==> src/rtl/axicb_pkg.sv <==
// axicb_pkg: shared state type, response codes and R-slot field offsets
// for the crossbar master-side completion stages.
package axicb_pkg;

    typedef enum logic [1:0] {IDLE, FWD, DERR} rd_state_t;

    localparam logic [1:0] RESP_OKAY   = 2'b00;
    localparam logic [1:0] RESP_DECERR = 2'b11;

    // R slot layout is {rdata, rresp, rid} with rid at the LSB
    localparam int RID_LSB = 0;

    function automatic int rresp_lsb(input int id_w);
        return id_w;
    endfunction

    function automatic int rdata_lsb(input int id_w);
        return id_w + 2;
    endfunction

endpackage

==> src/rtl/axicb_onehot_mux.sv <==
// axicb_onehot_mux: AND-OR selector of one W-bit lane out of N, driven by a
// one-hot select; an all-zero select yields zero.
module axicb_onehot_mux #(
    parameter int W = 1,
    parameter int N = 2
) (
    input  logic [N-1:0]   sel,
    input  logic [W*N-1:0] din,
    output logic [W-1:0]   dout
);

    always_comb begin
        dout = '0;
        for (int i = 0; i < N; i++) dout = dout | (din[i*W +: W] & {W{sel[i]}});
    end

endmodule

==> src/rtl/axicb_mst_rd_cpl.sv <==
// axicb_mst_rd_cpl: master-side read completion; forwards the granted slave R
// channel or synthesizes DECERR beats. Optional AXICB_RD_LEN_CHECK_EN adds len_err.
module axicb_mst_rd_cpl
    import axicb_pkg::*;
#(
    parameter int AXI_ID_W   = 8,
    parameter int AXI_DATA_W = 64,
    parameter int SLV_NB     = 4,
    parameter int CCH_W      = AXI_DATA_W + 2 + AXI_ID_W
) (
`ifdef AXICB_RD_LEN_CHECK_EN
    output logic                    len_err,
`endif
    input  logic                    aclk,
    input  logic                    srst,
    input  logic                    c_vld,
    input  logic [SLV_NB-1:0]       c_grant,
    input  logic                    c_mr,
    input  logic [7:0]              c_len,
    input  logic [AXI_ID_W-1:0]     c_id,
    output logic                    c_en,
    output logic                    c_ready,
    input  logic [SLV_NB-1:0]       slv_rvalid,
    output logic [SLV_NB-1:0]       slv_rready,
    input  logic [SLV_NB-1:0]       slv_rlast,
    input  logic [CCH_W*SLV_NB-1:0] slv_rch,
    output logic                    rvalid,
    input  logic                    rready,
    output logic [AXI_ID_W-1:0]     rid,
    output logic [1:0]              rresp,
    output logic [AXI_DATA_W-1:0]   rdata,
    output logic                    rlast
);

    localparam int RRESP_LSB = rresp_lsb(AXI_ID_W);
    localparam int RDATA_LSB = rdata_lsb(AXI_ID_W);

    rd_state_t             state, nstate;
    logic [SLV_NB-1:0]     grant_q;
    logic [7:0]            len_q, cnt;
    logic [AXI_ID_W-1:0]   id_q;
    logic [CCH_W-1:0]      slot;
    logic                  sel_last, hs, cnt_step;

    axicb_onehot_mux #(.W(CCH_W), .N(SLV_NB)) u_rch_mux (
        .sel  (grant_q),
        .din  (slv_rch),
        .dout (slot)
    );

    axicb_onehot_mux #(.W(1), .N(SLV_NB)) u_rlast_mux (
        .sel  (grant_q),
        .din  (slv_rlast),
        .dout (sel_last)
    );

    assign hs = rvalid & rready;

`ifdef AXICB_RD_LEN_CHECK_EN
    assign cnt_step = hs & (state != IDLE);
`else
    assign cnt_step = hs & (state == DERR);
`endif

    always_comb begin
        nstate     = state;
        c_en       = 1'b0;
        c_ready    = 1'b0;
        rvalid     = 1'b0;
        rlast      = 1'b0;
        rresp      = RESP_OKAY;
        rdata      = '0;
        rid        = '0;
        slv_rready = '0;
        if (state == IDLE) begin
            nstate = !c_vld ? IDLE : c_mr ? DERR : |c_grant ? FWD : IDLE;
        end else if (state == FWD) begin
            rvalid     = |(slv_rvalid & grant_q);
            rid        = slot[RID_LSB +: AXI_ID_W];
            rresp      = slot[RRESP_LSB +: 2];
            rdata      = slot[RDATA_LSB +: AXI_DATA_W];
            rlast      = sel_last;
            slv_rready = grant_q & {SLV_NB{rready}};
            c_ready    = rready;
            c_en       = hs & rlast;
            nstate     = (hs & rlast) ? IDLE : FWD;
        end else begin
            rvalid  = 1'b1;
            rresp   = RESP_DECERR;
            rid     = id_q;
            rlast   = (cnt == len_q);
            c_ready = rready;
            c_en    = hs & rlast;
            nstate  = (hs & rlast) ? IDLE : DERR;
        end
    end

    always_ff @(posedge aclk) begin
        if (srst) begin
            state   <= IDLE;
            grant_q <= '0;
            len_q   <= '0;
            id_q    <= '0;
            cnt     <= '0;
        end else begin
            state <= nstate;
            if (state == IDLE && c_vld) begin
                grant_q <= c_grant;
                len_q   <= c_len;
                id_q    <= c_id;
            end
            if (cnt_step) cnt <= rlast ? 8'd0 : cnt + 8'd1;
        end
    end

`ifdef AXICB_RD_LEN_CHECK_EN
    // sticky: a forwarded burst whose RLAST disagrees with the granted ALEN
    always_ff @(posedge aclk) begin
        if (srst) len_err <= 1'b0;
        else if (state == FWD && hs && (rlast != (cnt == len_q))) len_err <= 1'b1;
    end
`endif

endmodule

==> config.mk <==
export PLATFORM = sky130hd
export DESIGN_NAME = axicb_mst_rd_cpl
export DESIGN_NICKNAME = d
export VERILOG_FILES = /design/src/rtl/axicb_pkg.sv /design/src/rtl/axicb_onehot_mux.sv /design/src/rtl/axicb_mst_rd_cpl.sv
export SDC_FILE = /design/constraint.sdc
export NUM_CORES = 1
export LEC_CHECK = 0
export BUFFER_PORTS_ARGS = -buffer_cell sky130_fd_sc_hd__buf_2
export CAP_MARGIN = 20
export CORE_AREA = 2 2 161 163
export DETAILED_ROUTE_END_ITERATION = 8
export DIE_AREA = 0 0 163 165
export PLACE_DENSITY = 0.38
export SLEW_MARGIN = 5
export SYNTH_ARGS = -nofsm -noshare
export SYNTH_HDL_FRONTEND = slang
export SYNTH_SLANG_ARGS = --single-unit
==> constraint.sdc <==
create_clock -name aclk -period 1.6 [get_ports aclk]
set_clock_uncertainty 0.15 [all_clocks]
set_input_delay 0.32 -clock aclk [delete_from_list [all_inputs] [get_ports aclk]]
set_output_delay 0.32 -clock aclk [all_outputs]
set_load 0.05 [all_outputs]
======== Word-level counts from Yosys, hierarchy flattened ========
Cells that the tools add are included.
word-level totals
  register bits ........................... 30
  bits in latches ......................... 0
  RAM bits ................................ 0
  ROM bits ................................ 0
  output and inout port bits .............. 82
  memories kept ........................... 0
cells by class
  $add $sub $neg .......................... 1
  multiply operators ...................... 0
  div/mod/pow operators ................... 0
  magnitude comparators ................... 0
  eq/ne operators ......................... 3
  shift-type cells ........................ 0
  muxes and demuxes ....................... 23
  bitwise logic cells ..................... 20
  reductions and logical operators ........ 4
operators by type and width
  operator                                       number
  bitwise AND 74 bit                             4
  OR 74 bit                                      3
  2-to-1 mux 64 bit                              2
  2-to-1 mux 8 bit                               3
  2-to-1 mux 2 bit                               7
  2-to-1 mux 1 bit                               9
  adder 8 x 1 -> 8 bit, second input constant    1
  bitwise AND 1 bit                              8
  bitwise AND 4 bit                              2
  == test 8 bit                                  1
  2-to-1 mux 4 bit                               2
  OR reduction 4 bit                             2
  OR 1 bit                                       3
  == test 2 x 1 -> 1 bit, second input constant  1
  == test 2 bit, second input constant           1
  logical NOT 2 bit                              1
  logical AND 1 bit                              1

======== Logic depth before layout (Yosys ltp) ========
Gate-level depths: netlist of run 1.
  word-level depth ........................ 9
  gate-level depth with buffers ........... 6

======== Hierarchy ========
Synthesis of run 1 repeated with hierarchy kept, for this count alone.
second synthesis, totals
  cells, all modules ...................... 518
  area total of the unflattened synthesis .. 3652.3 um^2
modules (own cells, without submodules)
  module                           instances  cells an instance  area an instance (um^2)  sequential area each (um^2)
  axicb_mst_rd_cpl                 1          261                1909.3                   600.6
  axicb_onehot_mux at u_rch_mux    1          254                1724.2                   0.0
  axicb_onehot_mux at u_rlast_mux  1          3                  18.8                     0.0

======== Worst setup path after synthesis of run 1 ========
OpenSTA, ideal clock, no wires.
  path type ............................... flip-flop to output port
  start point ............................. register grant_q[2]
  end point ............................... output port rid[4]
  arrival ................................. 1.914 ns
  path slack .............................. -0.784 ns
  cell stages (with the launch flop) ...... 5
  cells stage by stage .................... dfxtp_1 > buf_2 > clkbuf_1 > a221oi_1 > o21ai_0
between the ends
  word-level cells in the longest chain between the ends .. 5
ends and longest elaborated chain
  item                     RTL line                 RTL
  start, declared          axicb_mst_rd_cpl.sv:39   logic [SLV_NB-1:0] grant_q;
  start signal, assigned   axicb_mst_rd_cpl.sv:108  grant_q <= c_grant;
  bitwise AND 74 bit       axicb_onehot_mux.sv:14   for (int i = 0; i < N; i++) dout = dout | (din[i*W +: W] & {W{sel[i]}});
  OR 74 bit (2 in series)  axicb_onehot_mux.sv:14
  2-to-1 mux 8 bit         axicb_mst_rd_cpl.sv:77   end else if (state == FWD) begin
  2-to-1 mux 8 bit         axicb_mst_rd_cpl.sv:75   if (state == IDLE) begin
  end, declared            axicb_mst_rd_cpl.sv:29   output logic [AXI_ID_W-1:0] rid,
Every way passes these cells.

======== Worst setup path in the final report of run 1 ========
  start point ............................. register grant_q[0]
  end point ............................... output port c_en
between the ends
  word-level cells in the longest chain between the ends .. 8
  elaborated cells on any way between the ends .. 13
ends and longest elaborated chain
  item                                  RTL line                                        RTL
  bitwise AND 4 bit                     axicb_mst_rd_cpl.sv:78                          rvalid = |(slv_rvalid & grant_q);
  OR reduction 4 bit                    axicb_mst_rd_cpl.sv:78
  2-to-1 mux 1 bit                      axicb_mst_rd_cpl.sv:77
  2-to-1 mux 1 bit                      axicb_mst_rd_cpl.sv:75
  bitwise AND 1 bit                     axicb_mst_rd_cpl.sv:57                          assign hs = rvalid & rready;
  bitwise AND 1 bit (on tied branches)  axicb_mst_rd_cpl.sv:93, axicb_mst_rd_cpl.sv:85
  2-to-1 mux 1 bit *                    axicb_mst_rd_cpl.sv:77
  2-to-1 mux 1 bit *                    axicb_mst_rd_cpl.sv:75
  end, declared                         axicb_mst_rd_cpl.sv:21                          output logic c_en,
Every way passes the cells marked *; elsewhere a longest branch is shown, timed or not.

==> impl_metrics.ini, run 1 <==
[synth]
syn_inst = 443
async_reset_ff_frac = 0
synth_edf_count = 0
ys_seq_elements = 30
syn_nets = 773
synthFlopType = dfxtp_1
yosysSeqAreaShare = 0.192
yosys_warnings = 0
yosys.cell_types.count = 36
synth.area.top_cells = a22oi_1 32%, dfxtp_1 19%, a21oi_1 14%, nand2_1 6.6%, clkbuf_1 3.2%
synthTopCellsByCount = 134 x a22oi_1, 88 x a21oi_1, 55 x nand2_1, 30 x dfxtp_1, 27 x clkbuf_1
yosysTopAreaCell = a22oi_1
synth.most_common_cell = a22oi_1
syn-cell-area_mm2 = 0.00313
synth_top_area_frac = 0.322
synth.avg_cell_area_um2 = 7.06

[job]
drv_cap = 0

[grt]
grt_usage = 0.165
grt_max_degree = 46
antenna_found_initial = 2
grt_overflow = 0
grt_pass1_vias = 5627
grt_pass1_wl_um = 34000

[sta]
fmax_mhz = 479
finalCritPeriodShare = 1.30
setup_violations = 106
finalHoldViolations = 0
worst_pin_slew_ns = 0.444
whs_ns = 0.138
setup_ws_ns = -0.486
slew_viol_final = 0
maxSlewHeadroom = 0.704
finalCriticalPeriod_ns = 2.09
rsz0062_at_grt = yes

[power_and_ir_drop]
p_per_area_mw_per_mm2 = 524
leakage_nw = 3.59
vdd_drop_max_mv = 0.430

[final_layout]
layout.nets = 1237
syn_to_final_growth_pct = 191
final_core_util = 0.363
finalNonFillerCells = 1240
final_area_mm2 = 0.00910
layout-drive-gt1-share = 0.834

[cts]
clockBufferDepth = 2
cts_tree = built
cts-hold-fix-buffers = 0
htreeDepth = 2
clk-insertion-delay-late_ns = 0.27
cts-root-buf = clkbuf_16
clock_sinks = 30
clkTransAtPathRegs_ns = 0.05
cts_made_buffers = 5

[setup_path]
cp_max_fo = 8
crit_buf_inv = 2
cp.arrival_ns = 1.62
crit_path_start_kind = flip-flop
end_kind = output port
crit_family = flip-flops
crit_chain = buf_12 -> a22oi_2 -> nand2_1 -> and4_1 -> a31o_2 -> buf_6
slowest_delay_ns = 0.38
worst-setup-path-type = flip-flop to output port
slowest_stage = dfxtp_4
crit_required_ns = 1.13

[place]
gp_congestion = 0.850
portBuffers = 410
post-dp-hpwl_um = 18800
place_area_mm2 = 0.00692
placed_cells = 1198
dp_slack_ns = -0.241

[status]
status = complete, but fails checks
violations = negative setup slack

[route]
avgRoutedWirePerCell_um = 20.2
postRouteAntennaNets = 0
wirelength_um = 25000
vias = 5630
drc = 0
firstDrtPassIters = 5
drt_iter0_drc = 226
viasPerCell = 4.54

[die]
row_count = 58
fp.dieW_um = 163
die_area_mm2 = 0.0269
fp.dieH_um = 165
initial_utilization = 0.125
core-area_mm2 = 0.0250
ioPinCount = 411

[hold_path]
min_path_type = primary input to flip-flop
timing repair:
action / CTS / global route
gates resized for setup: 269 / 133
gates cloned: 7 / 8
endpoints found under the hold margin: 0 / 0
buffers inserted: 14 / 6
pin swaps: 23 / 63
endpoints found under the setup margin: 108 / 107
cell type report:
type / instances / area (um^2)
antenna: 2 / 5.00
clock buffer: 6 / 139
clock inverter: 2 / 12.5
fill: 2567 / 15900
multi-input combinational: 360 / 3910
sequential: 30 / 623
tap: 330 / 413
timing repair buffer: 510 / 3990
power by group:
part | switching, mW | internal, mW
logic | 1.59 | 1.39
registers | 0.0439 | 0.791
clock network | 0.338 | 0.615
sequential cells by signal, indices dropped and copies added (netlist names):
name     count
len_q        8
grant_q      4
cnt          8
id_q         8
state        2
metrics by stage:
step | TNS, ns | power, mW
final | -30.78 | 4.77
after global routing | -36.52 | 5.01
after floorplan | -7.75 | 2.17
after CTS | -29.96 | 4.51
after global placement | -13.85 | 3.06
after detailed placement | -13.60 | 3.06
cells in the final DEF (no fill, tap or decap), drive strengths merged, types with 2 or more instances in the layout:
| master | netlist | routed |
|---|---|---|
| dfxtp | 30 | 30 |
| nand2b | 1 | 2 |
| a21oi | 88 | 88 |
| nand2 | 55 | 55 |
| nand4 | 4 | 4 |
| nor4 | 2 | 2 |
| a221oi | 10 | 10 |
| diode | 0 | 2 |
| buf | 27 | 503 |
| nand3b | 4 | 4 |
| and3 | 5 | 5 |
| o21ai | 10 | 10 |
| a22o | 9 | 9 |
| xnor2 | 11 | 11 |
| a22oi | 134 | 134 |
| a31o | 2 | 2 |
| nor2b | 2 | 2 |
| nor2 | 3 | 3 |
| xor2 | 3 | 3 |
| clkbuf | 27 | 13 |
| or3 | 2 | 2 |
| a211oi | 6 | 6 |
worst reg2reg max path, stage by stage (launching register included):
cell and delay, ns:
dfxtp_4 0.35, buf_6 0.13, buf_6 0.11, nor2_4 0.11, buf_6 0.11, buf_6 0.09, and2_4 0.23, buf_8 0.16
nand2_4 0.05, a21oi_2 0.13
logic make-up after synthesis:
| group | count (synthesis) | share of synthesized area |
|---|---|---|
| buffers and inverters | 54 | 0.0748 |
| flip-flops | 30 | 0.192 |
| adder cells (fa/ha/maj) | 1 | 0.00400 |
| XOR/XNOR | 14 | 0.0392 |
| AND/OR/NAND/NOR | 83 | 0.132 |
| AO/OA/AOI/OAI | 261 | 0.558 |
path summary, 6_finish.rpt:
check                  start         end  slack [ns]  cells past startpoint
setup / recovery  grant_q[0]        c_en       -0.49                      6
hold / removal      c_len[5]    len_q[5]        0.14                      3
setup reg to reg    state[1]  grant_q[1]       -0.10                      9
hold reg to reg      id_q[1]     id_q[1]        0.31                      2
per-layer routing:
layer | global-route usage | vias to the layer above | part of all wire
met5 | 0 | - | 0
li1 | - | 2684 | -
met2 | 0.311 | 216 | 0.53
met1 | 0.201 | 2706 | 0.40
met3 | 0.0229 | 24 | 0.051
met4 | 0.0294 | 0 | 0.012
(Power assumes the default switching activity.)
==> run 2: changes to the inputs <==
==> constraint.sdc (replaced) <==
create_clock -name aclk -period 1.6 [get_ports aclk]
set_clock_uncertainty 0.15 [all_clocks]
set_input_delay 0.24 -clock aclk [delete_from_list [all_inputs] [get_ports aclk]]
set_output_delay 0.24 -clock aclk [all_outputs]
set_load 0.05 [all_outputs]
==> impl_metrics.ini, run 2 (same netlist as run 1, synthesis figures left out) <==
[power_and_ir_drop]
vdd_drop_max_mv = 0.292
finalPower_mw = 4.57
p_per_area_mw_per_mm2 = 536
leakage_nw = 3.47

[cts]
clk-insertion-delay-late_ns = 0.28
cts-hold-fix-buffers = 0
clkTransAtPathRegs_ns = 0.05
cts_tree = built
clock_sinks = 30
cts-root-buf = clkbuf_16
clockBufferDepth = 2
htreeDepth = 2
cts_made_buffers = 5

[place]
post-dp-hpwl_um = 20600
portBuffers = 410
gp_congestion = 0.773
placed_cells = 1212

[setup_path]
crit_buf_inv = 1
worst-setup-path-type = flip-flop to output port
endpoint = c_en
cp.arrival_ns = 1.63
cp.depth = 5
crit_required_ns = 1.21
crit_chain = a22oi_1 -> nand2_1 -> and4_1 -> a31o_2 -> buf_4
r2r_cells = 6
slowest_delay_ns = 0.42
cp_max_fo = 12
r2r_end = cnt[2]
crit_start = grant_q[0]
rrSetupSlack_ns = 0.05
crit_family = compound AO/OA/AOI/OAI gates
end_kind = output port
slowest_stage = dfxtp_4
r2r-start = state[1]
crit_path_start_kind = flip-flop

[route]
avgRoutedWirePerCell_um = 20.5
drt_iter0_drc = 254
wirelength_um = 25700
drc = 0
viasPerCell = 4.50
postRouteAntennaNets = 0
firstDrtPassIters = 4
vias = 5640

[final_layout]
final_common_cell = buf_2
layout_common_cells = 329 x buf_2, 77 x buf_6, 69 x buf_4, 67 x a22oi_1, 67 x a22oi_2
largest_registers = cnt x8, id_q x8, len_q x8
finalNonFillerCells = 1253
layout.nets = 1245
final_core_util = 0.341
layout-drive-gt1-share = 0.767
syn_to_final_growth_pct = 173
num-fill-cells = 2667

[die]
ioPinCount = 411
fp.dieH_um = 165
row_count = 58
core-area_mm2 = 0.0250
fp.dieW_um = 163
die_area_mm2 = 0.0269
initial_utilization = 0.125

[status]
status = complete, but fails checks
violations = negative setup slack

[grt]
grt_overflow = 0
grt_pass1_vias = 5604
grt_usage = 0.171
antenna_found_initial = 12
grt_pass1_wl_um = 34400
grt_max_degree = 27

[sta]
finalHoldViolations = 0
final.setup.tns_ns = -25.29
setup_violations = 82
rsz0062_at_grt = yes
setup_ws_ns = -0.416
worst_pin_slew_ns = 0.391
finalCritPeriodShare = 1.26
maxSlewHeadroom = 0.739
slew_viol_final = 0
fmax_mhz = 496
finalCriticalPeriod_ns = 2.02

[hold_path]
min_path_type = primary input to flip-flop
min_path_cells = 3

[job]
drv_cap = 0
==> run 2: changes by cell type in the layout (fill, tap and decap cells not counted), sizes merged <==
| cell | previous run | this run |
|---|---|---|
| nand2b | 2 | 1 |
| clkinvlp | 1 | 0 |
| diode | 2 | 7 |
| buf | 503 | 513 |
==> run 2: stage by stage <==
step / setup slack, ns / area [um^2] / hold WS [ns]
after detailed placement: -0.302 / 6960 / 0.298
after floorplan: -0.282 / 3860 / 0.226
after global placement: -0.292 / 6960 / 0.298
after CTS: -0.436 / 8050 / 0.0385
final: -0.416 / 8530 / 0.0438
after global routing: -0.467 / 8510 / 0.0454
==> run 2: cell type report <==
cell class | instances | area, um^2 | area share
antenna | 7 | 17.5 | 0.00205
clock buffer | 7 | 143 | 0.0167
clock inverter | 1 | 5.00 | 0.000587
multi-input combinational | 359 | 3420 | 0.402
sequential | 30 | 623 | 0.0731
tap | 330 | 413 | 0.0484
timing repair buffer | 519 | 3900 | 0.457
==> run 2: what timing repair did <==
item / 4_1_cts / 5_1_grt
setup buffers: 13 / 10
endpoints found under the setup margin: 103 / 107
pin swaps: 6 / 18
gates resized for setup: 214 / 66
gates cloned: 1 / 5
==> run 2: worst register-to-register path, delay by kind of cell, from the launching register on <==
kind                   cells  cell delay [ns]
buffers and inverters      4             0.54
AOI/OAI and AO/OA          1             0.19
and+or+nand+nor            1             0.23
DFF                        1             0.35
==> run 2: layer usage <==
layer / GRT usage / vias to the layer above / routed length (um)
met1: 0.215 / 2687 / 10500
li1: - / 2706 / -
met2: 0.292 / 217 / 12700
met5: 0 / - / 51
met4: 0.0189 / 8 / 149
met3: 0.0605 / 22 / 2240
==> run 2: power by group <==
group / switching, mW / internal, mW
Clock: 0.357 / 0.616
Combinational: 1.44 / 1.30
Sequential: 0.0663 / 0.792
==> run 2: worst min path at each step <==
stage / from / to / slack, ns
finish: c_len[3] / len_q[3] / 0.04
global placement: id_q[7] / id_q[7] / 0.30
detailed placement: id_q[1] / id_q[1] / 0.30
CTS: c_len[3] / len_q[3] / 0.04
floorplan: c_id[0] / id_q[0] / 0.23
global route: c_len[3] / len_q[3] / 0.05
==> run 3: changes to the inputs <==
--- a/config.mk
+++ b/config.mk
@@ -5,12 +5,12 @@
 export SDC_FILE = /design/constraint.sdc
 export NUM_CORES = 1
 export LEC_CHECK = 0
+export ABC_AREA = 1
 export BUFFER_PORTS_ARGS = -buffer_cell sky130_fd_sc_hd__buf_2
-export CAP_MARGIN = 20
-export CORE_AREA = 2 2 161 163
+export CORE_AREA = 2 2 158 160
 export DETAILED_ROUTE_END_ITERATION = 8
-export DIE_AREA = 0 0 163 165
-export PLACE_DENSITY = 0.38
+export DIE_AREA = 0 0 160 162
+export PLACE_DENSITY = 0.41
 export SLEW_MARGIN = 5
 export SYNTH_ARGS = -nofsm -noshare
 export SYNTH_HDL_FRONTEND = slang
==> impl_metrics.ini, run 3 <==
[synth]
syn_inst = 613
synth_edf_count = 0
synthFlopType = dfxtp_1
syn-cell-area_mm2 = 0.00341
syn_nets = 943
yosysSeqAreaShare = 0.176
synth.area.top_cells = nand2_1 35%, dfxtp_1 18%, a41oi_1 17%, nor2_1 4.8%, o21ai_0 4.3%
yosys_warnings = 0
synth.most_common_cell = nand2_1
synth_top_area_frac = 0.349
synth.avg_cell_area_um2 = 5.56
synthTopCellsByCount = 317 x nand2_1, 66 x a41oi_1, 44 x nor2_1, 30 x dfxtp_1, 29 x o21ai_0
yosys.cell_types.count = 28
yosysTopAreaCell = nand2_1
ys_seq_elements = 30
async_reset_ff_frac = 0

[grt]
grt_usage = 0.199
grt_pass1_vias = 6389
grt_max_degree = 34
grt_pass1_wl_um = 39300
grt_overflow = 0
antenna_found_initial = 7

[sta]
slew_viol_final = 0
setup_ws_ns = -0.387
rsz0062_at_grt = yes
whs_ns = 0.0619
maxSlewHeadroom = 0.717
finalHoldViolations = 0
finalCritPeriodShare = 1.24
setup_violations = 87
finalCriticalPeriod_ns = 1.99
worst_pin_slew_ns = 0.425
fmax_mhz = 503

[die]
core-area_mm2 = 0.0241
die_area_mm2 = 0.0259
fp.dieH_um = 162
row_count = 57
ioPinCount = 411
initial_utilization = 0.141
fp.dieW_um = 160

[power_and_ir_drop]
p_per_area_mw_per_mm2 = 527
finalPower_mw = 5.31
intPower_mw = 3.03
p_seq_frac = 0.166
vdd_drop_max_mv = 0.390
switchingPower_mw = 2.28
clock_power_share = 0.179
leakage_nw = 4.26
swShare = 0.430
combinationalPowerShare = 0.655

[hold_path]
min_path_type = primary input to flip-flop

[final_layout]
largest_registers = cnt x8, id_q x8, len_q x8
final_common_cell = buf_2
layout-drive-gt1-share = 0.689
layout.nets = 1433
layout_common_cells = 328 x buf_2, 210 x nand2_1, 84 x buf_6, 71 x nand2_2, 56 x a41oi_4
syn_to_final_growth_pct = 196
final_core_util = 0.418

[route]
drc = 0
wirelength_um = 29500
drt_iter0_drc = 304
avgRoutedWirePerCell_um = 20.6
firstDrtPassIters = 4
viasPerCell = 4.45
vias = 6384
postRouteAntennaNets = 0

[setup_path]
crit_path_start_kind = flip-flop
r2r-start = grant_q[0]
r2r_cells = 10
crit_start = grant_q[3]
crit_required_ns = 1.21
cp.arrival_ns = 1.60
end_kind = output port
r2r_end = cnt[2]
endpoint = c_en
rrSetupSlack_ns = -0.09
cp_max_fo = 6
worst-setup-path-type = flip-flop to output port

[cts]
clockBufferDepth = 2
cts_made_buffers = 5
cts_tree = built
htreeDepth = 2
clk-insertion-delay-late_ns = 0.28
clock_sinks = 30
cts-root-buf = clkbuf_16
clkTransAtPathRegs_ns = 0.05

[place]
post-dp-hpwl_um = 21400
gp_congestion = 0.840
portBuffers = 410

[status]
status = complete, but fails checks
violations = negative setup slack

[job]
drv_cap = 0
run 3: cell count changes after synthesis, moves of 11 or more:
cell	before	now
a21oi_1	88	12
a22oi_1	134	0
a41oi_1	0	66
buf_2	13	24
clkbuf_1	27	14
inv_1	0	16
nand2_1	55	317
nor2_1	2	44
o21ai_0	10	29
run 3: worst min-delay path by stage:
stage | to | startpoint | cells past startpoint
floorplan | state[1] | srst | 1
CTS | state[0] | srst | 2
global route | id_q[3] | c_id[3] | 3
finish | id_q[6] | c_id[6] | 3
global placement | id_q[2] | id_q[2] | 2
detailed placement | id_q[7] | id_q[7] | 2
run 3: logic make-up after synthesis:
group                      Yosys count  share of synthesized area
DFF                                 30                      0.176
buffers and inverters               65                     0.0829
adders and majority gates            1                    0.00367
xor gates and xnor gates            10                     0.0257
and+or+nand+nor                    381                      0.434
AOI/OAI and AO/OA                  126                      0.277
run 3: critical path: stages, from the launching register on:
cell and delay (ns):
dfxtp_4 0.46, buf_12 0.18, nand2_2 0.05, nand4_1 0.13, nand2_1 0.08, nand2_1 0.08, a21boi_4 0.19, buf_8 0.16
run 3: layout make-up:
type | instances | area, um^2
multi-input combinational | 519 | 4340
fill | 2565 | 14000
clock inverter | 1 | 5.00
clock buffer | 7 | 143
antenna | 5 | 12.5
timing repair buffer | 528 | 4450
inverter | 19 | 91.3
sequential | 30 | 626
tap | 324 | 405
run 3: stage by stage:
step | setup TNS, ns | cells | setup WS [ns] | cell area [um^2]
floorplan | -1.18 | 613 | -0.178 | 4680
global placement | -7.69 | 1366 | -0.236 | 7670
detailed placement | -8.99 | 1366 | -0.256 | 7670
CTS | -22.62 | 1392 | -0.360 | 8900
global route | -27.64 | 1433 | -0.443 | 10100
finish | -24.06 | 1433 | -0.387 | 10100
run 3: power groups by stage:
stage	clock network (mW)	registers [mW]	logic, mW
floorplan	0	0.854	1.43
global placement	0	0.872	2.46
detailed placement	0	0.873	2.46
CTS	0.968	0.875	2.96
global route	0.998	0.891	3.67
finish	0.949	0.881	3.48
run 3: repair_timing:
action                                  4_1_cts  5_1_grt
cloned                                        9       16
endpoints found under the setup margin      101      102
setup buffers                                 9       21
gates resized for setup                     245      175
endpoints found under the hold margin         0        0
hold buffers                                  0        0
pin swaps                                    20       36
run 3: routing by layer:
metal | part of all wire | up-vias | global-route usage
li1 | - | 3100 | -
met1 | 0.40 | 3012 | 0.233
met2 | 0.53 | 238 | 0.379
met3 | 0.057 | 32 | 0.0370
met4 | 0.016 | 2 | 0.0393
met5 | 0.00044 | - | 0
